===== src/rtl/mips_pkg.sv =====
// Shared constants for the 5-stage MIPS core: ALU op codes, forward-select
// encodings and default datapath widths.
package mips_pkg;

    localparam int DATA_W_DEF = 32;
    localparam int REG_W_DEF  = 5;

    typedef enum logic [2:0] {
        ALU_AND  = 3'b000,
        ALU_OR   = 3'b001,
        ALU_ADD  = 3'b010,
        ALU_WGHT = 3'b101,
        ALU_SUB  = 3'b110,
        ALU_SLT  = 3'b111
    } alu_op_e;

    localparam logic [2:0] WGHT_CODE = 3'b101;

    typedef enum logic [1:0] {
        FWD_REG = 2'b00,
        FWD_W   = 2'b01,
        FWD_M   = 2'b10,
        FWD_RSV = 2'b11
    } fwd_sel_e;

    function automatic logic isWght(input logic [2:0] aluOp);
        return (aluOp == WGHT_CODE);
    endfunction

endpackage


===== src/rtl/id_ex_stage_if.sv =====
// D-stage capture bundle and E-stage result bundle of the ID/EX pipeline register.
interface id_ex_stage_if #(
    parameter int DATA_W = 32,
    parameter int REG_W  = 5
);
    logic              RegWriteD, MemtoRegD, MemWriteD, ALUSrcD, RegDstD;
    logic [2:0]        ALUControlD;
    logic [DATA_W-1:0] RD1D, RD2D, RD3D, SignImmD;
    logic [REG_W-1:0]  RsD, RtD, RdD;

    logic              RegWriteE, MemtoRegE, MemWriteE, ValidE;
    logic [2:0]        ALUControlE;
    logic [REG_W-1:0]  RsE, RtE, RdE, WriteRegE;
    logic [DATA_W-1:0] SrcAE, SrcBE, SrcCE, WriteDataE;

    modport master (
        output RegWriteD, MemtoRegD, MemWriteD, ALUSrcD, RegDstD, ALUControlD,
               RD1D, RD2D, RD3D, SignImmD, RsD, RtD, RdD,
        input  RegWriteE, MemtoRegE, MemWriteE, ValidE, ALUControlE,
               RsE, RtE, RdE, WriteRegE, SrcAE, SrcBE, SrcCE, WriteDataE
    );

    modport slave (
        input  RegWriteD, MemtoRegD, MemWriteD, ALUSrcD, RegDstD, ALUControlD,
               RD1D, RD2D, RD3D, SignImmD, RsD, RtD, RdD,
        output RegWriteE, MemtoRegE, MemWriteE, ValidE, ALUControlE,
               RsE, RtE, RdE, WriteRegE, SrcAE, SrcBE, SrcCE, WriteDataE
    );
endinterface


===== src/rtl/fwd_mux3.sv =====
// Operand forward select: register value, W-stage result or M-stage result.
// The reserved code (and any unknown select) falls back to the register value.
module fwd_mux3
    import mips_pkg::*;
#(
    parameter int W = 32
) (
    input  logic [1:0]   sel,
    input  logic [W-1:0] regVal,
    input  logic [W-1:0] resultW,
    input  logic [W-1:0] aluOutM,
    output logic [W-1:0] y
);

    // Select the forwarded operand
    always_comb begin
        y = regVal;
        case (sel)
            FWD_REG: y = regVal;
            FWD_W:   y = resultW;
            FWD_M:   y = aluOutM;
            default: y = regVal;
        endcase
    end

endmodule


===== src/rtl/id_ex_stage.sv =====
// Decode-to-Execute pipeline register with bubble insertion, E-stage operand
// forwarding (including the WGHT third operand) and saturating perf counters.
module id_ex_stage
    import mips_pkg::*;
#(
    parameter int DATA_W = DATA_W_DEF,
    parameter int REG_W  = REG_W_DEF,
    parameter int CNT_W  = 16
) (
    input  logic              clk,
    input  logic              reset_n,
    input  logic              StallE,
    input  logic              FlushE,
    id_ex_stage_if.slave      pipe,
    input  logic [1:0]        ForwardAE,
    input  logic [1:0]        ForwardBE,
    input  logic [1:0]        ForwardCE,
    input  logic [DATA_W-1:0] ALUOutM,
    input  logic [DATA_W-1:0] ResultW,
    output logic [CNT_W-1:0]  BubbleCnt,
    output logic [CNT_W-1:0]  IssueCnt
);

    localparam logic [CNT_W-1:0] CNT_MAX = {CNT_W{1'b1}};
    localparam logic [CNT_W-1:0] CNT_ONE = {{(CNT_W-1){1'b0}}, 1'b1};

    logic              regWriteE_r, memtoRegE_r, memWriteE_r, aluSrcE_r, regDstE_r, validE_r;
    logic [2:0]        aluControlE_r;
    logic [DATA_W-1:0] rd1E_r, rd2E_r, rd3E_r, signImmE_r;
    logic [REG_W-1:0]  rsE_r, rtE_r, rdE_r;
    logic [CNT_W-1:0]  bubbleCnt_r, issueCnt_r;
    logic [DATA_W-1:0] fwdA_s, fwdB_s, fwdC_s;

    // E-stage register: stall holds, flush loads a bubble, otherwise capture D
    always_ff @(posedge clk or negedge reset_n) begin
        if (!reset_n) begin
            regWriteE_r   <= 1'b0;
            memtoRegE_r   <= 1'b0;
            memWriteE_r   <= 1'b0;
            aluSrcE_r     <= 1'b0;
            regDstE_r     <= 1'b0;
            validE_r      <= 1'b0;
            aluControlE_r <= 3'b000;
            rd1E_r        <= {DATA_W{1'b0}};
            rd2E_r        <= {DATA_W{1'b0}};
            rd3E_r        <= {DATA_W{1'b0}};
            signImmE_r    <= {DATA_W{1'b0}};
            rsE_r         <= {REG_W{1'b0}};
            rtE_r         <= {REG_W{1'b0}};
            rdE_r         <= {REG_W{1'b0}};
        end else if (StallE) begin
            validE_r      <= validE_r;
        end else if (FlushE) begin
            regWriteE_r   <= 1'b0;
            memtoRegE_r   <= 1'b0;
            memWriteE_r   <= 1'b0;
            aluSrcE_r     <= 1'b0;
            regDstE_r     <= 1'b0;
            validE_r      <= 1'b0;
            aluControlE_r <= 3'b000;
            rd1E_r        <= {DATA_W{1'b0}};
            rd2E_r        <= {DATA_W{1'b0}};
            rd3E_r        <= {DATA_W{1'b0}};
            signImmE_r    <= {DATA_W{1'b0}};
            rsE_r         <= {REG_W{1'b0}};
            rtE_r         <= {REG_W{1'b0}};
            rdE_r         <= {REG_W{1'b0}};
        end else begin
            regWriteE_r   <= pipe.RegWriteD;
            memtoRegE_r   <= pipe.MemtoRegD;
            memWriteE_r   <= pipe.MemWriteD;
            aluSrcE_r     <= pipe.ALUSrcD;
            regDstE_r     <= pipe.RegDstD;
            validE_r      <= 1'b1;
            aluControlE_r <= pipe.ALUControlD;
            rd1E_r        <= pipe.RD1D;
            rd2E_r        <= pipe.RD2D;
            rd3E_r        <= pipe.RD3D;
            signImmE_r    <= pipe.SignImmD;
            rsE_r         <= pipe.RsD;
            rtE_r         <= pipe.RtD;
            rdE_r         <= pipe.RdD;
        end
    end

    // Saturating bubble/issue counters; a stalled cycle counts as neither
    always_ff @(posedge clk or negedge reset_n) begin
        if (!reset_n) begin
            bubbleCnt_r <= {CNT_W{1'b0}};
            issueCnt_r  <= {CNT_W{1'b0}};
        end else begin
            if (!StallE && FlushE && (bubbleCnt_r != CNT_MAX)) begin
                bubbleCnt_r <= bubbleCnt_r + CNT_ONE;
            end
            if (!StallE && !FlushE && (issueCnt_r != CNT_MAX)) begin
                issueCnt_r <= issueCnt_r + CNT_ONE;
            end
        end
    end

    fwd_mux3 #(.W(DATA_W)) u_fwdA (
        .sel(ForwardAE), .regVal(rd1E_r), .resultW(ResultW), .aluOutM(ALUOutM), .y(fwdA_s)
    );
    fwd_mux3 #(.W(DATA_W)) u_fwdB (
        .sel(ForwardBE), .regVal(rd2E_r), .resultW(ResultW), .aluOutM(ALUOutM), .y(fwdB_s)
    );
    fwd_mux3 #(.W(DATA_W)) u_fwdC (
        .sel(ForwardCE), .regVal(rd3E_r), .resultW(ResultW), .aluOutM(ALUOutM), .y(fwdC_s)
    );

    assign pipe.RegWriteE   = regWriteE_r;
    assign pipe.MemtoRegE   = memtoRegE_r;
    assign pipe.MemWriteE   = memWriteE_r;
    assign pipe.ValidE      = validE_r;
    assign pipe.ALUControlE = aluControlE_r;
    assign pipe.RsE         = rsE_r;
    assign pipe.RtE         = rtE_r;
    assign pipe.RdE         = rdE_r;
    assign pipe.WriteRegE   = regDstE_r ? rdE_r : rtE_r;
    assign pipe.SrcAE       = fwdA_s;
    assign pipe.WriteDataE  = fwdB_s;
    assign pipe.SrcBE       = aluSrcE_r ? signImmE_r : fwdB_s;
    // ForwardCE is stale for non-WGHT ops, so only WGHT may use the forwarded value
    assign pipe.SrcCE       = isWght(aluControlE_r) ? fwdC_s : rd3E_r;
    assign BubbleCnt        = bubbleCnt_r;
    assign IssueCnt         = issueCnt_r;

endmodule


===== src/flat_wrapper.sv =====
// flat-port wrapper written by rule: the top's interface ports become plain ports
module id_ex_stage_flat import mips_pkg::*;
#(
    parameter int DATA_W = DATA_W_DEF,
    parameter int REG_W  = REG_W_DEF,
    parameter int CNT_W  = 16
)
  (clk, reset_n, StallE, FlushE, ForwardAE, ForwardBE, ForwardCE, ALUOutM, ResultW, BubbleCnt, IssueCnt, pipe_RegWriteD, pipe_MemtoRegD, pipe_MemWriteD, pipe_ALUSrcD, pipe_RegDstD, pipe_ALUControlD, pipe_RD1D, pipe_RD2D, pipe_RD3D, pipe_SignImmD, pipe_RsD, pipe_RtD, pipe_RdD, pipe_RegWriteE, pipe_MemtoRegE, pipe_MemWriteE, pipe_ValidE, pipe_ALUControlE, pipe_RsE, pipe_RtE, pipe_RdE, pipe_WriteRegE, pipe_SrcAE, pipe_SrcBE, pipe_SrcCE, pipe_WriteDataE);
  id_ex_stage_if #(.DATA_W(DATA_W), .REG_W(REG_W)) pipe_i ();
  input  logic clk;
  input  logic reset_n;
  input  logic StallE;
  input  logic FlushE;
  input  logic [1:0] ForwardAE;
  input  logic [1:0] ForwardBE;
  input  logic [1:0] ForwardCE;
  input  logic [DATA_W-1:0] ALUOutM;
  input  logic [DATA_W-1:0] ResultW;
  output logic [CNT_W-1:0] BubbleCnt;
  output logic [CNT_W-1:0] IssueCnt;
  input wire logic [$bits(pipe_i.RegWriteD)-1:0] pipe_RegWriteD;
  input wire logic [$bits(pipe_i.MemtoRegD)-1:0] pipe_MemtoRegD;
  input wire logic [$bits(pipe_i.MemWriteD)-1:0] pipe_MemWriteD;
  input wire logic [$bits(pipe_i.ALUSrcD)-1:0] pipe_ALUSrcD;
  input wire logic [$bits(pipe_i.RegDstD)-1:0] pipe_RegDstD;
  input wire logic [$bits(pipe_i.ALUControlD)-1:0] pipe_ALUControlD;
  input wire logic [$bits(pipe_i.RD1D)-1:0] pipe_RD1D;
  input wire logic [$bits(pipe_i.RD2D)-1:0] pipe_RD2D;
  input wire logic [$bits(pipe_i.RD3D)-1:0] pipe_RD3D;
  input wire logic [$bits(pipe_i.SignImmD)-1:0] pipe_SignImmD;
  input wire logic [$bits(pipe_i.RsD)-1:0] pipe_RsD;
  input wire logic [$bits(pipe_i.RtD)-1:0] pipe_RtD;
  input wire logic [$bits(pipe_i.RdD)-1:0] pipe_RdD;
  output wire logic [$bits(pipe_i.RegWriteE)-1:0] pipe_RegWriteE;
  output wire logic [$bits(pipe_i.MemtoRegE)-1:0] pipe_MemtoRegE;
  output wire logic [$bits(pipe_i.MemWriteE)-1:0] pipe_MemWriteE;
  output wire logic [$bits(pipe_i.ValidE)-1:0] pipe_ValidE;
  output wire logic [$bits(pipe_i.ALUControlE)-1:0] pipe_ALUControlE;
  output wire logic [$bits(pipe_i.RsE)-1:0] pipe_RsE;
  output wire logic [$bits(pipe_i.RtE)-1:0] pipe_RtE;
  output wire logic [$bits(pipe_i.RdE)-1:0] pipe_RdE;
  output wire logic [$bits(pipe_i.WriteRegE)-1:0] pipe_WriteRegE;
  output wire logic [$bits(pipe_i.SrcAE)-1:0] pipe_SrcAE;
  output wire logic [$bits(pipe_i.SrcBE)-1:0] pipe_SrcBE;
  output wire logic [$bits(pipe_i.SrcCE)-1:0] pipe_SrcCE;
  output wire logic [$bits(pipe_i.WriteDataE)-1:0] pipe_WriteDataE;
  assign pipe_i.RegWriteD = pipe_RegWriteD;
  assign pipe_i.MemtoRegD = pipe_MemtoRegD;
  assign pipe_i.MemWriteD = pipe_MemWriteD;
  assign pipe_i.ALUSrcD = pipe_ALUSrcD;
  assign pipe_i.RegDstD = pipe_RegDstD;
  assign pipe_i.ALUControlD = pipe_ALUControlD;
  assign pipe_i.RD1D = pipe_RD1D;
  assign pipe_i.RD2D = pipe_RD2D;
  assign pipe_i.RD3D = pipe_RD3D;
  assign pipe_i.SignImmD = pipe_SignImmD;
  assign pipe_i.RsD = pipe_RsD;
  assign pipe_i.RtD = pipe_RtD;
  assign pipe_i.RdD = pipe_RdD;
  assign pipe_RegWriteE = pipe_i.RegWriteE;
  assign pipe_MemtoRegE = pipe_i.MemtoRegE;
  assign pipe_MemWriteE = pipe_i.MemWriteE;
  assign pipe_ValidE = pipe_i.ValidE;
  assign pipe_ALUControlE = pipe_i.ALUControlE;
  assign pipe_RsE = pipe_i.RsE;
  assign pipe_RtE = pipe_i.RtE;
  assign pipe_RdE = pipe_i.RdE;
  assign pipe_WriteRegE = pipe_i.WriteRegE;
  assign pipe_SrcAE = pipe_i.SrcAE;
  assign pipe_SrcBE = pipe_i.SrcBE;
  assign pipe_SrcCE = pipe_i.SrcCE;
  assign pipe_WriteDataE = pipe_i.WriteDataE;
  id_ex_stage #(.DATA_W(DATA_W), .REG_W(REG_W), .CNT_W(CNT_W)) u_core (.clk(clk), .reset_n(reset_n), .StallE(StallE), .FlushE(FlushE), .pipe(pipe_i), .ForwardAE(ForwardAE), .ForwardBE(ForwardBE), .ForwardCE(ForwardCE), .ALUOutM(ALUOutM), .ResultW(ResultW), .BubbleCnt(BubbleCnt), .IssueCnt(IssueCnt));
endmodule

===== config.mk =====
export PLATFORM = sky130hd
export DESIGN_NAME = id_ex_stage_flat
export DESIGN_NICKNAME = d
export VERILOG_FILES = /design/src/rtl/mips_pkg.sv /design/src/rtl/id_ex_stage_if.sv /design/src/rtl/fwd_mux3.sv /design/src/rtl/id_ex_stage.sv /design/src/flat_wrapper.sv
export SDC_FILE = /design/constraint.sdc
export NUM_CORES = 1
export LEC_CHECK = 0
export ABC_CLOCK_PERIOD_IN_PS = 2400
export CAP_MARGIN = 20
export CORE_AREA = 2 2 159 161
export CTS_CLUSTER_SIZE = 40
export DETAILED_ROUTE_END_ITERATION = 10
export DIE_AREA = 0 0 161 163
export PLACE_DENSITY = 0.83
export SYNTH_ARGS = -nofsm -noshare
export SYNTH_HDL_FRONTEND = slang
export SYNTH_SLANG_ARGS = --single-unit

===== constraint.sdc =====
create_clock -name clk -period 2.4 [get_ports clk]
set_input_delay 0.48 -clock clk [delete_from_list [all_inputs] [get_ports clk]]
set_output_delay 0.48 -clock clk [all_outputs]
set_load 0.02 [all_outputs]

==> run metrics <==
Routability Congestion=0.950; post-synthesis simple-gate area fraction=0.219; Avg Inst Size Synth=8.65 µm²; Clock transition at path regs=0.08 ns; clock power share=0.308; time the worst path needs with I/O delays and setup=2.55 ns; core area=24700 µm²; Pwr Total=9960 µW; Post-Synth XOR/XNOR Area=0.0253; CP required=1.92 ns; Max Cap Viol=0; synthesized area=10000 µm²; Worst Clk Skew=0.0107 ns; antenna violations before repair=2; Final period util=1.06; die area=26200 µm²; Initial Util=0.406; Area Growth Syn to Fin=69.0%; H-Tree Depth=4; Internal Power=6630 µW; largest net degree at the start of global routing=251; GR Overflow Total=0; Final setup viols=24; RSZ-0062 raised after global routing=yes; Root Buffer Master=clkbuf_16; Synth Register Bits=184; mux cell area share after synthesis=0.0427; status=finished, violations left; vias in the first global route=11100; Slew HR=0.369; Vias/cell=5.48; worst min path class=primary input to asynchronous set/reset pin; Worst VDD drop=0.000430 V; CP max FO=9; crit end category=output pin; PD cells=588 nW/µm²; num ports=412; final net count=1903; Post-synth ARST share=1.00; Net Switching=3330 µW; Max Fclk=393 MHz; Switching Share=0.334; Die Height=163 µm; initial DRC count=1047; Fin. Hold Viols=3; Post-Synth Adder-Cell Area=0.00999; Synth Instances=1159; Synth top area share=0.459; Seq/Total Area, Yosys=0.459; Synth Area in Compound Gates=0.205; hold_buf cts=0; failing checks=hold timing, setup timing; CTS max path bufs=2; count leader, synth=nand2_1; Die X=161 µm; largest family of logic cells by synthesized area=simple AND/OR/NAND/NOR gates; DP HPWL=31900 µm; combinational share of power=0.323; Worst setup SP type=primary input; final-report max-slew violation count=0; Worst Tran Pin Value=0.947 ns; via count=11000; Synth area leaders=dfrtp_1, o21ai_0, nand2b_1; most frequent cells after synthesis=nand2_1, o21ai_0, dfrtp_1; share of layout cells above drive strength 1=0.279; Critical Path Start=ForwardCE[0]; CTS tree=yes; Detailed Route WL=44600 µm; Data arrival, critical path=2.07 ns; I/O Buffers=411; Setup CP Type=primary input to output pin; top_reg_cell synth=dfrtp_1; final setup margin=-0.145 ns; CTS Buf Count=17; RR Startpoint=u_core.IssueCnt[0]; Clock Sink Count=184; first-pass GRT wire length=65100 µm; clock latency on the worst-skew pair=0.43 ns; syn_nets=1392; Routed wire per std cell=22.1 µm; DRT Pass-1 Iters=5; Tot GR Track Use=0.328; Leak=0.00738 µW; # rows=58; yosys warns=0; pre-CTS setup slack=-0.952 ns; Synth cell types=35; Final ANT Viol Nets=0; hold_ws=-0.00232 ns; Seq pwr share=0.369; Post-route DRC=0; number of synthesized flops with an enable pin=0; area leader, netlist=dfrtp_1
## stage by stage
step           setup TNS [ns]  std cells   util  cell area (µm²)  hold slack, ns
2_1_floorplan           -2.95       1159      -            10100           0.184
4_1_cts                -0.654       2009  0.671            16600         0.00138
3_3_place_gp           -93.44       1965  0.637            15700           0.456
5_1_grt                 -2.94       2015  0.686            16900          0.0121
3_5_place_dp           -95.87       1965  0.637            15700           0.466
6_report               -0.997       2015  0.686            16900        -0.00232
## kinds of logic (layout without fill, tap and decap cells)
family | Yosys count | count (layout)
and+or+nand+nor | 450 | 450
adders and majority gates | 8 | 8
other | 0 | 2
buffers and inverters | 103 | 627
AOI/OAI and AO/OA | 347 | 347
DFF | 184 | 184
muxes | 38 | 38
xor gates and xnor gates | 29 | 29
## power by group through the flow
| stage | logic, µW | clock network [µW] | registers (µW) |
|---|---|---|---|
| finish | 3220 | 3070 | 3670 |
| global route | 3420 | 3250 | 3710 |
| CTS | 3120 | 3110 | 3660 |
| detailed placement | 3150 | 0 | 3710 |
| global placement | 3100 | 0 | 3700 |
| floorplan | 1160 | 0 | 3810 |
## routing by layer
| metal | track usage | wire, µm | share of wire | vias up |
|---|---|---|---|---|
| met5 | 0 | 0 | 0 | - |
| met4 | 0.164 | 2150 | 0.048 | 0 |
| met3 | 0.0843 | 3510 | 0.079 | 114 |
| met2 | 0.552 | 21900 | 0.49 | 572 |
| met1 | 0.390 | 17000 | 0.38 | 5314 |
| li1 | - | - | - | 5038 |
## worst max-delay path, cell delays in order
cell,delay (ns)
buf_2,0.11
inv_2,0.05
ha_4,0.23
nor4bb_4,0.28
buf_6,0.19
buf_12,0.17
clkbuf_16,0.17
nor2_4,0.04
a21oi_2,0.16
buf_4,0.17
## placed cells by master, fill, tap and decap left out, types with 4 or more instances in the layout
cell type / Yosys / routed
buf_2: 1 / 27
mux2_4: 0 / 4
ha_4: 0 / 5
nand2_1: 218 / 217
nor4_1: 9 / 9
o21ai_2: 0 / 17
inv_1: 9 / 6
clkdlybuf4s50_1: 0 / 263
mux2_2: 38 / 34
a22o_1: 13 / 13
nand3_1: 7 / 7
xnor2_1: 8 / 8
o21ai_1: 0 / 21
dlygate4sd2_1: 0 / 30
a22oi_1: 96 / 62
buf_4: 0 / 157
xor2_1: 21 / 21
dfrtp_1: 184 / 181
inv_6: 0 / 5
buf_12: 0 / 21
clkdlybuf4s15_1: 0 / 4
clkbuf_16: 0 / 20
clkdlybuf4s15_2: 0 / 18
nor3_1: 10 / 10
dlymetal6s2s_1: 0 / 4
a22oi_2: 0 / 34
nand4_1: 10 / 10
nor2_2: 1 / 7
o21ai_0: 204 / 166
buf_6: 0 / 40
nor2_4: 0 / 8
buf_16: 0 / 5
nand2b_1: 139 / 139
nor2_1: 39 / 25
clkbuf_2: 0 / 10
a21oi_2: 0 / 30
## state kept, by name, indices dropped and copies added, names as in the netlist, 5 cells and up
signal and cells:
u_core.BubbleCnt 16, u_core.rd3E_r 32, u_core.IssueCnt 16, u_core.pipe.RsE 5
u_core.pipe.RdE 5, u_core.rd1E_r 32, u_core.pipe.RtE 5, u_core.signImmE_r 32
u_core.rd2E_r 32
## final timing paths
path	end	slack (ns)	cells past startpoint
max	pipe_SrcCE[29]	-0.15	10
max in group asynchronous	u_core.pipe.ALUControlE[1]	1.66	2
max reg2reg	u_core.IssueCnt[13]	0.43	5
min reg2reg	u_core.signImmE_r[11]	0.48	2
min in group clk	u_core.signImmE_r[11]	0.48	2
min	u_core.pipe.RtE[2]	-0.002	1
## area by class of cell
class                   count  area [µm²]
fillers                  1894        7740
repair buffers            586        5690
multi-input cells         872        5560
flip-flops and latches    184        4610
clock buffers              17         425
well taps                 330         413
clock inverters            15         208
inverters                   9        33.8
diodes                      2        5.00
## repair_timing
item                       4_1_cts  5_1_grt
buffers inserted                 9        8
hold endpoints to repair         0        0
setup endpoints to repair      133       96
gates cloned                     5        3
pin swaps                        9       25
gates resized for setup        525      128
No activity file was read; power rests on OpenSTA's default activity.
